### src/rtl/temporal_encoder_n_pkg.sv
// ---------------------------------------------------------------------------
// temporal_pkg
// Shared types and constants for the temporal (race-logic) encoder slice.
//   DEF_GAMMA_CYCLE_WIDTH : default aclk cycles per gamma cycle (power of 2)
//   DEF_PULSE_WIDTH       : default pulse length when PULSE_OUT_EN is defined
//   TVAL_W                : bits needed to hold one temporal value
//   tval_t                : one temporal value / slot counter
//   NO_SPIKE              : all-ones value, meaning "this channel never fires"
//   enc_state_t           : encoder FSM states
// ---------------------------------------------------------------------------
package temporal_pkg;

   localparam int DEF_GAMMA_CYCLE_WIDTH = 16;
   localparam int DEF_PULSE_WIDTH       = 8;

   localparam int TVAL_W = $clog2(DEF_GAMMA_CYCLE_WIDTH);

   typedef logic [TVAL_W-1:0] tval_t;

   // The largest value is reserved for "infinity"; the counter reaches it
   // only on the final slot, where the gamma cycle ends.
   localparam tval_t NO_SPIKE = '1;

   typedef enum logic {
      IDLE = 1'b0,
      RUN  = 1'b1
   } enc_state_t;

endpackage

### src/rtl/temporal_encoder_n_if.sv
// ---------------------------------------------------------------------------
// temporal_encoder_n_if
// Handshake and output bundle of the temporal encoder.
//   vals_in    : packed input values, channel i at [i*W +: W]
//   vals_valid : vals_in holds a vector to encode
//   vals_ready : encoder can accept a vector this cycle
//   edges_out  : one registered temporal edge (or pulse) per channel
//   busy       : a gamma cycle is in progress
//   gamma_done : one-cycle pulse after the last slot of a gamma cycle
// Modports: master = vector producer, slave = encoder.
// ---------------------------------------------------------------------------
interface temporal_encoder_n_if #(
   parameter int NUM_INPUTS = 4,
   parameter int W          = 4
);

   logic [NUM_INPUTS*W-1:0] vals_in;
   logic                    vals_valid;
   logic                    vals_ready;
   logic [NUM_INPUTS-1:0]   edges_out;
   logic                    busy;
   logic                    gamma_done;

   modport master (
      output vals_in,
      output vals_valid,
      input  vals_ready,
      input  edges_out,
      input  busy,
      input  gamma_done
   );

   modport slave (
      input  vals_in,
      input  vals_valid,
      output vals_ready,
      output edges_out,
      output busy,
      output gamma_done
   );

endinterface

### src/rtl/temporal_encoder_n_edge_gen.sv
// ---------------------------------------------------------------------------
// temporal_edge_gen
// One temporal output channel: holds its latched value and the registered
// edge flop. All channels share the encoder's slot counter.
// Optional feature macro: PULSE_OUT_EN (edge becomes a PULSE_WIDTH pulse).
// Ports:
//   clk, rst : clock, asynchronous active-high reset
//   start    : vector accepted this cycle (latch val_in, clear edge)
//   run      : encoder is in a gamma cycle
//   cnt      : current slot number within the gamma cycle
//   val_in   : this channel's slice of the incoming vector
//   edge_out : registered, glitch-free temporal output
// ---------------------------------------------------------------------------
module temporal_edge_gen
   import temporal_pkg::*;
#(
   parameter int W = TVAL_W
`ifdef PULSE_OUT_EN
   ,
   parameter int PULSE_WIDTH = DEF_PULSE_WIDTH
`endif
) (
   input  logic         clk,
   input  logic         rst,
   input  logic         start,
   input  logic         run,
   input  logic [W-1:0] cnt,
   input  logic [W-1:0] val_in,
   output logic         edge_out
);

   localparam logic [W-1:0] NONE = '1;

   logic [W-1:0] val_q;
   logic         hit;

   // The value is captured only at acceptance so a producer may change
   // vals_in freely while the gamma cycle is being emitted.
   always_ff @(posedge clk or posedge rst) begin
      if (rst) begin
         val_q <= '0;
      end else if (start) begin
         val_q <= val_in;
      end
   end

   // The slot that matches the value is the firing slot; the all-ones value
   // never fires even though the counter reaches it on the final slot.
   assign hit = run && (cnt == val_q) && (val_q != NONE);

`ifdef PULSE_OUT_EN

   localparam logic [W:0] PW_EXT = (W+1)'(PULSE_WIDTH);

   logic [W:0] stop_cnt;

   // The stop slot is computed one bit wider so val+PULSE_WIDTH beyond the
   // last slot never aliases onto an earlier slot.
   assign stop_cnt = {1'b0, val_q} + PW_EXT;

   // Pulse mode: rise on the firing slot, fall PULSE_WIDTH slots later, and
   // always fall on the final slot so nothing is left high in IDLE.
   always_ff @(posedge clk or posedge rst) begin
      if (rst) begin
         edge_out <= 1'b0;
      end else if (start) begin
         edge_out <= 1'b0;
      end else if (run && (cnt == NONE)) begin
         edge_out <= 1'b0;
      end else if (hit) begin
         edge_out <= 1'b1;
      end else if (run && ({1'b0, cnt} == stop_cnt)) begin
         edge_out <= 1'b0;
      end
   end

`else

   // Edge mode: rise on the firing slot and hold until the next vector is
   // accepted, which makes the output monotonic within a gamma cycle.
   always_ff @(posedge clk or posedge rst) begin
      if (rst) begin
         edge_out <= 1'b0;
      end else if (start) begin
         edge_out <= 1'b0;
      end else if (hit) begin
         edge_out <= 1'b1;
      end
   end

`endif

endmodule

### src/rtl/temporal_encoder_n.sv
// ---------------------------------------------------------------------------
// temporal_encoder_n
// Race-logic transmitter: turns a vector of binary values into per-channel
// rising edges timed within one gamma cycle. Smaller value = earlier edge;
// the all-ones value means "no spike".
// Optional feature macro: PULSE_OUT_EN (fixed-width pulses instead of held
// edges; outputs are all low between gamma cycles).
// Ports:
//   aclk : clock
//   grst : asynchronous active-high reset
//   bus  : temporal_encoder_n_if.slave (vals_in/vals_valid/vals_ready,
//          edges_out, busy, gamma_done)
// ---------------------------------------------------------------------------
module temporal_encoder_n
   import temporal_pkg::*;
#(
   parameter int NUM_INPUTS        = 4,
   parameter int GAMMA_CYCLE_WIDTH = DEF_GAMMA_CYCLE_WIDTH,
   parameter int PULSE_WIDTH       = DEF_PULSE_WIDTH
) (
   input  logic                 aclk,
   input  logic                 grst,
   temporal_encoder_n_if.slave  bus
);

   localparam int W = $clog2(GAMMA_CYCLE_WIDTH);
   localparam logic [W-1:0] LAST_CNT = W'(GAMMA_CYCLE_WIDTH - 1);

   // Reject configurations where the counter could wrap or a pulse could
   // never end inside a gamma cycle.
   if (GAMMA_CYCLE_WIDTH < 4 || (GAMMA_CYCLE_WIDTH & (GAMMA_CYCLE_WIDTH - 1)) != 0) begin : g_bad_gamma
      $error("GAMMA_CYCLE_WIDTH must be a power of 2 and at least 4");
   end
   if (PULSE_WIDTH < 1 || PULSE_WIDTH > GAMMA_CYCLE_WIDTH - 1) begin : g_bad_pulse
      $error("PULSE_WIDTH must be in 1..GAMMA_CYCLE_WIDTH-1");
   end

   enc_state_t            state;
   enc_state_t            next_state;
   logic [W-1:0]          cnt;
   logic                  start;
   logic                  run;
   logic                  last;
   logic                  gamma_done_q;
   logic [NUM_INPUTS-1:0] edges;

   // Acceptance is only possible in IDLE, where vals_ready is high, so the
   // handshake reduces to valid qualified by state.
   assign run   = (state == RUN);
   assign start = (state == IDLE) && bus.vals_valid;
   assign last  = run && (cnt == LAST_CNT);

   // State register.
   always_ff @(posedge aclk or posedge grst) begin
      if (grst) begin
         state <= IDLE;
      end else begin
         state <= next_state;
      end
   end

   // Next-state logic: one accepted vector buys exactly one gamma cycle, and
   // the final slot returns to IDLE so a new vector can be taken right away.
   always_comb begin
      next_state = state;
      case (state)
         IDLE:    if (bus.vals_valid) next_state = RUN;
         RUN:     if (cnt == LAST_CNT) next_state = IDLE;
         default: next_state = IDLE;
      endcase
   end

   // Output logic derived purely from state.
   always_comb begin
      bus.vals_ready = (state == IDLE);
      bus.busy       = (state == RUN);
   end

   // Slot counter: starts at zero on the first RUN cycle and is cleared when
   // RUN exits, so it never wraps.
   always_ff @(posedge aclk or posedge grst) begin
      if (grst) begin
         cnt <= '0;
      end else if (start || last) begin
         cnt <= '0;
      end else if (run) begin
         cnt <= cnt + 1'b1;
      end
   end

   // gamma_done is registered from the final slot so it lands in the cycle
   // right after the gamma cycle, which is also the next acceptance cycle.
   always_ff @(posedge aclk or posedge grst) begin
      if (grst) begin
         gamma_done_q <= 1'b0;
      end else begin
         gamma_done_q <= last;
      end
   end

   assign bus.gamma_done = gamma_done_q;

   // One edge generator per channel, all slaved to the shared counter.
   for (genvar i = 0; i < NUM_INPUTS; i++) begin : g_chan
      temporal_edge_gen #(
         .W           (W)
`ifdef PULSE_OUT_EN
         ,
         .PULSE_WIDTH (PULSE_WIDTH)
`endif
      ) u_edge (
         .clk      (aclk),
         .rst      (grst),
         .start    (start),
         .run      (run),
         .cnt      (cnt),
         .val_in   (bus.vals_in[i*W +: W]),
         .edge_out (edges[i])
      );
   end

   assign bus.edges_out = edges;

endmodule

### src/flat_wrapper.sv
// flat-port wrapper written by rule: the top's interface ports become plain ports
module temporal_encoder_n_flat import temporal_pkg::*;
#(
   parameter int NUM_INPUTS        = 4,
   parameter int GAMMA_CYCLE_WIDTH = DEF_GAMMA_CYCLE_WIDTH,
   parameter int PULSE_WIDTH       = DEF_PULSE_WIDTH
)
  (aclk, grst, bus_vals_in, bus_vals_valid, bus_vals_ready, bus_edges_out, bus_busy, bus_gamma_done);
  temporal_encoder_n_if #(.NUM_INPUTS(NUM_INPUTS), .W((4))) bus_i ();
  input  logic aclk;
  input  logic grst;
  input wire logic [$bits(bus_i.vals_in)-1:0] bus_vals_in;
  input wire logic [$bits(bus_i.vals_valid)-1:0] bus_vals_valid;
  output wire logic [$bits(bus_i.vals_ready)-1:0] bus_vals_ready;
  output wire logic [$bits(bus_i.edges_out)-1:0] bus_edges_out;
  output wire logic [$bits(bus_i.busy)-1:0] bus_busy;
  output wire logic [$bits(bus_i.gamma_done)-1:0] bus_gamma_done;
  assign bus_i.vals_in = bus_vals_in;
  assign bus_i.vals_valid = bus_vals_valid;
  assign bus_vals_ready = bus_i.vals_ready;
  assign bus_edges_out = bus_i.edges_out;
  assign bus_busy = bus_i.busy;
  assign bus_gamma_done = bus_i.gamma_done;
  temporal_encoder_n #(.NUM_INPUTS(NUM_INPUTS), .GAMMA_CYCLE_WIDTH(GAMMA_CYCLE_WIDTH), .PULSE_WIDTH(PULSE_WIDTH)) u_core (.aclk(aclk), .grst(grst), .bus(bus_i));
endmodule
### config.mk
export PLATFORM = sky130hd
export DESIGN_NAME = temporal_encoder_n_flat
export DESIGN_NICKNAME = d
export VERILOG_FILES = /design/src/rtl/temporal_encoder_n_pkg.sv /design/src/rtl/temporal_encoder_n_if.sv /design/src/rtl/temporal_encoder_n_edge_gen.sv /design/src/rtl/temporal_encoder_n.sv /design/src/flat_wrapper.sv
export SDC_FILE = /design/constraint.sdc
export NUM_CORES = 1
export LEC_CHECK = 0
export BUFFER_PORTS_ARGS = -buffer_cell sky130_fd_sc_hd__clkbuf_2
export CAP_MARGIN = 10
export CORE_ASPECT_RATIO = 1.1
export CORE_MARGIN = 5
export CORE_UTILIZATION = 50
export DETAILED_ROUTE_END_ITERATION = 10
export PLACE_DENSITY_LB_ADDON = 0.15
export SLEW_MARGIN = 5
export SYNTH_ARGS = -nofsm -noshare
export SYNTH_HDL_FRONTEND = slang
export SYNTH_HIERARCHICAL = 1
export SYNTH_SLANG_ARGS = --single-unit
### constraint.sdc
create_clock -name aclk -period 5.3 [get_ports aclk]
set_input_delay 0.265 -clock aclk [delete_from_list [all_inputs] [get_ports aclk]]
set_output_delay 0.265 -clock aclk [all_outputs]
set_load 0.02 [all_outputs]
* Yosys cells after proc, flatten, opt, wreduce, memory -nomap -nowiden *
Index checks and enable logic that the tools add are counted.

word-level totals
  bits in registers = 26
  input port bits = 19
  logic and storage cells = 51

operators by class
  add/subtract/negate cells = 1
  equal/unequal tests = 9
  muxes and demuxes = 13
  bitwise gates (word level) = 1
  reduce and logical (&&, ||, !) cells = 16

operators by type and width
  kind                                          count
  equality test 4 bit                           4
  inequality test 4 bit, second input constant  4
  logical AND 1 bit                             10
  2-to-1 mux 1 bit                              10
  nonzero test 2 bit                            5
  2-to-1 mux 4 bit                              2
  adder 4 x 1 -> 4 bit, second input constant   1
  equality test 4 bit, second input constant    1
  one-hot mux 1 bit (2 select lines)            1
  logical OR 1 bit                              1
  inverter 1 bit                                1

* Depth between registers and ports, before layout *
Gate-level depths: netlist of the first run.

  word-level depth = 5
  gate-level depth with buffers = 4

* Hierarchy *
The synthesis of the first run kept the hierarchy.

by module, submodules not included
  module              instances  cells an instance  area an instance (µm²)  sequential area each (µm²)
  temporal_edge_gen   4          21                 242.7                   125.1
  temporal_encoder_n  1          27                 269.0                   150.1

* Worst setup path after synthesis of the first run *
Ideal clock, no wire load.

  path kind = flip-flop to flip-flop
  start = reg u_core.state (netlist: u_core/bus.busy)
  end = reg u_core.g_chan[0].u_edge.val_q[0]
  library setup time = 0.127 ns
  arrival time = 1.973 ns
  required time = 5.173 ns
  path slack = 3.200 ns
  cell stages (with the launch flop) = 3
  buffers on the path = 0
  clock period less this slack = 2.100 ns
  path through = dfrtp_1 -> nor2b_1 -> mux2_1

on the way
  cells in the longest elaborated chain, start to end = 2

RTL lines
  what                    RTL line                           text
  start, declared         temporal_encoder_n.sv:38           enc_state_t state;
  start signal, assigned  temporal_encoder_n.sv:58           state <= next_state;
  inverter 1 bit          temporal_encoder_n.sv:50           assign start = (state == IDLE) && bus.vals_valid;
  logical AND 1 bit       temporal_encoder_n.sv:50
  via u_core.start        temporal_encoder_n.sv:41           logic start;
  end signal, assigned    temporal_encoder_n_edge_gen.sv:43  val_q <= val_in;
  end, declared           temporal_encoder_n_edge_gen.sv:34  logic [W-1:0] val_q;

The timed path passes the listed nets, and every way through them passes these cells.
A chain may end at the register's enable or synchronous reset.

* Worst setup path in the final report of the first run *
  start = reg u_core.state (netlist: u_core/bus.busy)
  end = reg u_core.g_chan[3].u_edge.val_q[3]

on the way
  cells in the longest elaborated chain, start to end = 2

RTL lines
  what                  RTL line
  inverter 1 bit        temporal_encoder_n.sv:50
  logical AND 1 bit     temporal_encoder_n.sv:50
  via u_core.start      temporal_encoder_n.sv:41
  end signal, assigned  temporal_encoder_n_edge_gen.sv:43
  end, declared         temporal_encoder_n_edge_gen.sv:34

The timed path passes the listed nets, and every way through them passes these cells.

==> metrics.md, run 1 <==
| Metric | Value |
|---|---|
| IR Drop Worst-Case VDD | `0.000341 V` |
| Vias in the first global route | `a little over 900` |
| Cells along the critical path | `nor2b_2 -> mux2_1` |
| Final number of setup-violating endpoints | `0` |
| Pin count of the biggest net entering global routing | `25` |
| Number of buffers on the longest clock path | `2` |
| Buffers inserted during post-CTS setup optimization | `0` |
| Cell count after placement | `~170` |
| Number of max-slew violations in the final report | `0` |
| Yosys top cell area share | `between 50 and 60%` |
| Storage cell area | `roughly 650 sq um` |
| Mapped Area | `0.00124 sq mm` |
| Detail Placement HPWL | `between 1.5 and 2 mm` |
| Unrepaired setup endpoints after global routing | `no` |
| Share of the core filled with cells | `60.0%` |
| Required time at the endpoint of the critical path | `between 5 and 6 ns` |
| Portion of total power attributed to combinational logic | `between 30% and 40%` |
| Seq cells post-synth | `26` |
| Critical path capture point type | `flop` |
| Standard-cell row count | `19` |
| Number of DRC violations after detailed routing | `0` |
| Ports | `26` |
| WP data arrival | `about 2.2 ns` |
| Slew at the pin closest to its max-slew limit | `approximately 1.1 ns` |
| Fraction of power spent switching nets | `37.1%` |
| Leftover overflow at the end of global routing | `0` |
| Cell family with the largest share of critical-path delay | `simple AND/OR/NAND/NOR gates` |
| Ys Warns | `6` |
| Post-layout instance count excluding filler cells | `between 150 and 200` |
| Net switching component of the power | `329 uW` |
| Sequential-to-total area share from yosys stat | `between 50% and 60%` |
| P&R area growth vs syn | `18.5%` |
| Ant. Diodes | `0` |
| Maximum level of the CTS H-tree | `1` |
| Post-CTS sizing | `0` |
| Multi-input combinational cell area | `554 sq um` |
| Wire length of the first global-routing pass | `approximately 4.2 mm` |
| Hold buffer count at cts | `1` |
| Mean Syn Cell Area | `around 11 sq um` |
| Post-route minimum period | `between 1.5 and 2 ns` |
| Number of antenna violations at the first check in global routing | `0` |
| Count of buffers from port buffering | `25` |
| Clock tree from TritonCTS | `built` |
| Buffers & Inverters on Critical Path | `0` |
| Critical setup path kind | `flop to flop` |
| Drt via density | `roughly 5.2` |
| WL/cell | `between 10 and 15 um` |
| Number of buffers created by CTS | `3` |
| Highest clock frequency the design can meet | `about 0.5 GHz` |
| Count of nets left with antenna violations after detail routing | `0` |
| Internal power consumption | `between 500 and 600 uW` |
| Clock slew at the register clock pins of the worst setup and hold paths | `0.14 ns` |
| Total Negative Setup Slacks | `0 ns` |
| First-pass iteration count of the detailed router | `4` |
| Count of filler cells inserted in the layout | `roughly 220` |
| Hold WC Path Type | `input pin to flop` |
| Nets in the synthesized netlist | `about 130` |
| DIE WIDTH | `~57 um` |
| Worst relative slew slack | `a little over a quarter` |
| Routed via count | `~900` |
| Cell leakage power | `0.000684 uW` |
| Reg power frac | `roughly 47%` |
| Worst-path fanout max | `24` |
| Final hold slack | `roughly 0.15 ns` |
| Clock share of power | `between 10% and 20%` |
| Initial Util | `about half` |
| Final Wtd Congestion | `roughly 0.76` |
| Leading area contributor after synthesis | `sky130_fd_sc_hd__dfrtp_1` |
| Final Hold Viols | `0` |
| Standard cell core area | `roughly 0.0024 sq mm` |
| Share of layout cells above drive strength 1 | `~22%` |
| Power density over the cells | `roughly 600 mW/mm^2` |
| Peak per-stage delay on the critical path | `around 0.9 ns` |
| Ranking of synthesized cells by area | `sky130_fd_sc_hd__dfrtp_1 52%, sky130_fd_sc_hd__mux2_1 15%, sky130_fd_sc_hd__xnor2_1 9.2%` |
| Share of the cycle needed by the critical path after routing | `a little under two fifths` |
| Library cells used by synthesis | `17` |
| Clock sink count | `26` |
| Master cell of the clock root buffer | `sky130_fd_sc_hd__clkbuf_4` |
| GRT Resource Usage Total | `between 10% and 20%` |
| Worst Skew | `0.00286 ns` |
| Vert. Die Dim | `a little over 60 um` |
| Critical-path cell with the highest stage delay | `sky130_fd_sc_hd__nor2b_2` |
| Final wirelength | `2.35 mm` |
| Kind of launch point of the worst setup path | `flop` |
| Area of the die | `0.00358 sq mm` |
| Number of DRC markers in iteration 0 | `23` |
| Skew-Pair Late Insertion Delay | `0.32 ns` |
| Max-cap violations | `0` |
| Cells after Synth | `~110` |
| Net count, final | `162` |
| Run status | `finished clean` |
==> cells in the mapped netlist <==
| cell type | count |
|---|---|
| sky130_fd_sc_hd__ha_1 | 1 |
| sky130_fd_sc_hd__dfrtp_1 | 26 |
| sky130_fd_sc_hd__mux2_1 | 16 |
| sky130_fd_sc_hd__nor2b_1 | 5 |
| sky130_fd_sc_hd__and2_1 | 4 |
| sky130_fd_sc_hd__a31oi_1 | 1 |
| sky130_fd_sc_hd__xnor2_1 | 13 |
| sky130_fd_sc_hd__a21oi_1 | 4 |
| sky130_fd_sc_hd__o21ai_0 | 3 |
| sky130_fd_sc_hd__nand3_1 | 6 |
| sky130_fd_sc_hd__inv_1 | 10 |
| sky130_fd_sc_hd__nand3_2 | 1 |
| sky130_fd_sc_hd__nor2_1 | 7 |
| sky130_fd_sc_hd__nand2_1 | 4 |
| sky130_fd_sc_hd__mux2i_1 | 1 |
| sky130_fd_sc_hd__nand4_1 | 5 |
| sky130_fd_sc_hd__o22ai_1 | 4 |
==> worst paths after layout <==
path | from | to | slack [ns] | cells past startpoint
max in group asynchronous | grst | u_core/cnt[0]$_DFFE_PP0P_ | 4.70 | 3
min reg2reg | u_core/g_chan[2].u_edge/val_q[3]$_DFFE_PP0P_ | u_core/g_chan[2].u_edge/val_q[3]$_DFFE_PP0P_ | 0.52 | 1
max | u_core/bus.busy$_DFF_PP0_ | u_core/g_chan[3].u_edge/val_q[3]$_DFFE_PP0P_ | 3.35 | 2
min in group asynchronous | grst | u_core/g_chan[1].u_edge/val_q[1]$_DFFE_PP0P_ | 0.41 | 3
min | bus_vals_in[8] | u_core/g_chan[2].u_edge/val_q[0]$_DFFE_PP0P_ | 0.15 | 2
max reg2reg | u_core/bus.busy$_DFF_PP0_ | u_core/g_chan[3].u_edge/val_q[3]$_DFFE_PP0P_ | 3.35 | 2
==> metrics by stage <==
stage	area [sq um]	total power, uW	worst slack, ns
final	1470	885	3.35
after global routing	1470	961	3.23
after CTS	1470	898	3.34
after detailed placement	1410	762	3.38
after global placement	1410	743	3.43
after floorplan	1240	662	3.20
==> power by group through the flow <==
| stage | registers, uW | logic [uW] | clock network, uW |
|---|---|---|---|
| global placement | 415 | 329 | 0 |
| floorplan | 411 | 250 | 0 |
| finish | 414 | 336 | 135 |
| detailed placement | 422 | 340 | 0 |
| CTS | 416 | 342 | 139 |
| global route | 433 | 377 | 151 |
==> worst register-to-register path: stages (launching register included) <==
cell	delay, ns
sky130_fd_sc_hd__dfrtp_1	0.53
sky130_fd_sc_hd__nor2b_2	0.90
sky130_fd_sc_hd__mux2_1	0.42
==> layout by cell type, fill, tap and decap left out <==
cell | synthesis | final
sky130_fd_sc_hd__dlygate4sd3_1 | 0 | 1
sky130_fd_sc_hd__nor2_1 | 7 | 7
sky130_fd_sc_hd__dfrtp_1 | 26 | 26
sky130_fd_sc_hd__nand3_2 | 1 | 1
sky130_fd_sc_hd__a21oi_1 | 4 | 4
sky130_fd_sc_hd__o22ai_1 | 4 | 4
sky130_fd_sc_hd__nor2b_2 | 0 | 1
sky130_fd_sc_hd__clkbuf_4 | 0 | 3
sky130_fd_sc_hd__nand3_1 | 6 | 6
sky130_fd_sc_hd__bufinv_16 | 0 | 1
sky130_fd_sc_hd__mux2_1 | 16 | 16
sky130_fd_sc_hd__mux2i_1 | 1 | 1
sky130_fd_sc_hd__xnor2_1 | 13 | 13
sky130_fd_sc_hd__nand2_1 | 4 | 4
sky130_fd_sc_hd__nor2b_1 | 5 | 4
sky130_fd_sc_hd__a31oi_1 | 1 | 1
sky130_fd_sc_hd__and2_1 | 4 | 4
sky130_fd_sc_hd__nand4_1 | 5 | 5
sky130_fd_sc_hd__clkbuf_2 | 0 | 25
sky130_fd_sc_hd__ha_1 | 1 | 1
sky130_fd_sc_hd__inv_1 | 10 | 10
sky130_fd_sc_hd__o21ai_0 | 3 | 3
==> state kept, by name, summed over array words and instances, names as in the netlist <==
| signal | count |
|---|---|
| u_core/bus.gamma_done | 1 |
| u_core/g_chan.u_edge/val_q | 16 |
| u_core/bus.busy | 1 |
| u_core/g_chan.u_edge/edge_out | 4 |
| u_core/cnt | 4 |
==> kinds of logic (layout without fill, tap and decap cells) <==
kind of cell	after synthesis	count (layout)	share of synthesized area [%]
and+or+nand+nor	32	32	13.6
DFF	26	26	52.5
muxes	17	17	15.3
xor gates and xnor gates	13	13	9.18
AOI/OAI and AO/OA	12	12	5.35
buffers and inverters	10	40	3.03
adders and majority gates	1	1	1.01
==> final cells by class <==
| type | instances | area share (%) |
|---|---|---|
| flip-flops and latches | 26 | 44.3 |
| well taps | 31 | 2.64 |
| clock buffers | 3 | 1.53 |
| clock inverters | 1 | 2.04 |
| multi-input cells | 75 | 37.7 |
| repair buffers | 26 | 9.20 |
| inverters | 10 | 2.56 |
==> metal layers <==
layer,share of wire [%],up-vias,track usage (%)
li1,-,437,-
met1,46,437,19.6
met2,49,17,23.4
met3,4.0,4,2.28
met4,1.1,0,6.09
met5,0,-,0
(Power assumes the default switching activity.)
==> run 2: changes to the inputs <==
- CORE_UTILIZATION: 50 -> 47
- clock period: 5.3 -> 1.65 ns (I/O delays scaled with it)
==> run 2 against run 1 <==
Flip-flop and latch count did not move. Utilization rose by 7.5 points. Total power rose to 3.4 times the previous value. Clock skew rose by 0.0010 ns. Global-route usage rose by 1.5 points. Clock-buffer cell count did not move. Die area rose by 5.3%. Combinational power rose to 4.0 times the previous value. Clock power rose to 3.3 times the previous value. Worst setup slack got worse by 3.0 ns.
==> metrics.md, run 2 (synthesis results as in run 1) <==
| Metric | Value |
|---|---|
| Most frequent cells in the layout | `26 x sky130_fd_sc_hd__dfrtp_1, 25 x sky130_fd_sc_hd__clkbuf_2, 18 x sky130_fd_sc_hd__dlygate4sd3_1` |
| CP Capture Point | `bus_vals_ready` |
| Critical setup path kind | `flop to output port` |
| P&R area growth vs syn | `37.2%` |
| Count of nets left with antenna violations after detail routing | `0` |
| Top reg by flops | `u_core/g_chan.u_edge/val_q` |
| Pin count of the biggest net entering global routing | `16` |
| Number of flip-flops in the largest register | `16` |
| Critical path capture point type | `output port` |
| Worst relative slew slack | `roughly three quarters` |
| Standard cell core area | `0.00252 sq mm` |
| Post-CTS sizing | `0` |
| Clock sink count | `26` |
| Multi-input combinational cell area | `559 sq um` |
| Standard cell area after detailed placement | `~0.0015 sq mm` |
| Skew-Pair Late Insertion Delay | `around 0.32 ns` |
| Worst-path fanout max | `11` |
| Vias in the first global route | `roughly 1.1k` |
| Net count, final | `~190` |
| Clock slew at the register clock pins of the worst setup and hold paths | `approximately 0.15 ns` |
| Standard-cell row count | `19` |
| Power density over the cells | `roughly 1800 mW/mm^2` |
| Max-cap violations | `0` |
| Ant. Diodes | `0` |
| Run status | `finished clean` |
| Number of antenna violations at the first check in global routing | `0` |
| Leading cell type in the layout, fill and taps excluded | `sky130_fd_sc_hd__dfrtp_1` |
| First-pass iteration count of the detailed router | `4` |
| Hold WC Path Type | `input pin to async pin` |
| Total Negative Setup Slacks | `0 ns` |
| Final number of setup-violating endpoints | `0` |
| Number of max-slew violations in the final report | `0` |
| Ports | `26` |
| Number of cells traversed by the worst register-to-register path | `3` |
| Final Hold Viols | `0` |
| Vert. Die Dim | `around 64 um` |
| Maximum level of the CTS H-tree | `1` |
| Master cell of the clock root buffer | `sky130_fd_sc_hd__clkbuf_4` |
| Slew at the pin closest to its max-slew limit | `roughly 0.36 ns` |
| Worst Skew | `0.00386 ns` |
| Number of DRC markers in iteration 0 | `28` |
| Worst r2r dst | `u_core/g_chan[3].u_edge/val_q[0]$_DFFE_PP0P_` |
| Register-to-register setup slack | `0.36 ns` |
| Count of buffers from port buffering | `25` |
| Post-route minimum period | `approximately 1.3 ns` |
| Unrepaired setup endpoints after global routing | `no` |
| Wire length of the first global-routing pass | `~4.8 mm` |
| CP Launch Point | `u_core/bus.busy$_DFF_PP0_` |
| Cell leakage power | `approximately 0.00079 uW` |
| Number of DRC violations after detailed routing | `0` |
| Number of buffers on the longest clock path | `2` |
| WL/cell | `14.1 um` |
| Routed via count | `988` |
| DIE WIDTH | `between 50 and 60 um` |
| Final Wtd Congestion | `roughly 0.76` |
| Storage cell area | `between 600 and 700 sq um` |
| GRT Resource Usage Total | `approximately 16%` |
| Kind of launch point of the worst setup path | `flop` |
| Leftover overflow at the end of global routing | `0` |
| Registers with the most flip-flops | `u_core/g_chan.u_edge/val_q: 16 flops, u_core/cnt: 4 flops, u_core/g_chan.u_edge/edge_out: 4 flops` |
| Count of filler cells inserted in the layout | `222` |
| Required time at the endpoint of the critical path | `between 1.5 and 2 ns` |
| Clock tree from TritonCTS | `built` |
| Total non-filler cell area in the finished layout | `~0.0017 sq mm` |
| Final wirelength | `2.75 mm` |
| IR Drop Worst-Case VDD | `approximately 0.0011 V` |
| WP data arrival | `between 1 and 1.5 ns` |
| Design Power | `~3000 uW` |
| Highest clock frequency the design can meet | `between 0.7 and 0.8 GHz` |
| Area of the die | `0.00377 sq mm` |
| Share of the cycle needed by the critical path after routing | `79.5%` |
| Share of layout cells above drive strength 1 | `22.6%` |
| Initial Util | `between 40% and 50%` |
| R2r startpoint | `u_core/bus.busy$_DFF_PP0_` |
| Number of buffers created by CTS | `3` |
| Detail Placement HPWL | `around 2.0 mm` |
| Drt via density | `between 5 and 6` |
-- run 2: changes by cell type in the layout (fill, tap and decap cells not counted) --
cell / delta
sky130_fd_sc_hd__nor2b_2: -1
sky130_fd_sc_hd__buf_12: +1
sky130_fd_sc_hd__nor2b_4: +1
sky130_fd_sc_hd__dlygate4sd3_1: +17
sky130_fd_sc_hd__buf_4: +5
-- run 2: per-layer routing --
layer	up-vias	wire length [um]	GRT usage (%)
li1	486	-	-
met1	482	1150	18.7
met2	20	1490	30.7
met3	0	116	2.01
met4	0	0	4.25
met5	-	0	0
-- run 2: report_power, final --
part           total [uW]  internal, uW  switching, uW
clock network         447           246            202
registers            1210           950            263
logic                1360           703            659
total                3020          1900           1120
-- run 2: cell type report --
class                           instances  area share, %
Clock buffer                            3           1.32
Clock inverter                          1           1.76
Inverter                               10           2.21
Multi-Input combinational cell         75           32.9
Sequential cell                        26           38.2
Tap cell                               31           2.28
Timing Repair Buffer                   49           21.3
-- run 2: worst min path at each step --
stage	from	endpoint	slack (ns)	cells after the start
3_3_place_gp	grst	u_core/g_chan[2].u_edge/val_q[0]$_DFFE_PP0P_	0.03	2
2_1_floorplan	grst	u_core/g_chan[0].u_edge/edge_out$_DFFE_PP0P_	-0.14	1
5_1_grt	grst	u_core/g_chan[0].u_edge/val_q[3]$_DFFE_PP0P_	0.22	3
3_5_place_dp	grst	u_core/g_chan[0].u_edge/val_q[3]$_DFFE_PP0P_	0.04	2
6_report	grst	u_core/g_chan[0].u_edge/val_q[3]$_DFFE_PP0P_	0.21	3
4_1_cts	bus_vals_valid	u_core/cnt[1]$_DFFE_PP0P_	0.005	2
-- run 2: through the flow --
step / utilization [%] / hold slack (ns) / std cells / setup WS (ns)
6_report: 67.5 / 0.211 / 195 / 0.337
3_3_place_gp: 58.3 / 0.0346 / 173 / 0.384
4_1_cts: 67.1 / 0.00483 / 194 / 0.333
2_1_floorplan: - / -0.139 / 111 / 0.181
3_5_place_dp: 58.3 / 0.0414 / 173 / 0.361
5_1_grt: 67.5 / 0.219 / 195 / 0.279
-- run 2: what timing repair did --
action | 4_1_cts | 5_1_grt
endpoints found under the hold margin | 42 | 1
buffers inserted | 0 | 0
hold buffers | 17 | 1
-- run 2: worst max-delay path, cell delays in order, from the launching register on --
cell and delay (ns):
sky130_fd_sc_hd__dfrtp_1 0.44, sky130_fd_sc_hd__buf_4 0.18, sky130_fd_sc_hd__inv_1 0.11, sky130_fd_sc_hd__clkbuf_2 0.18
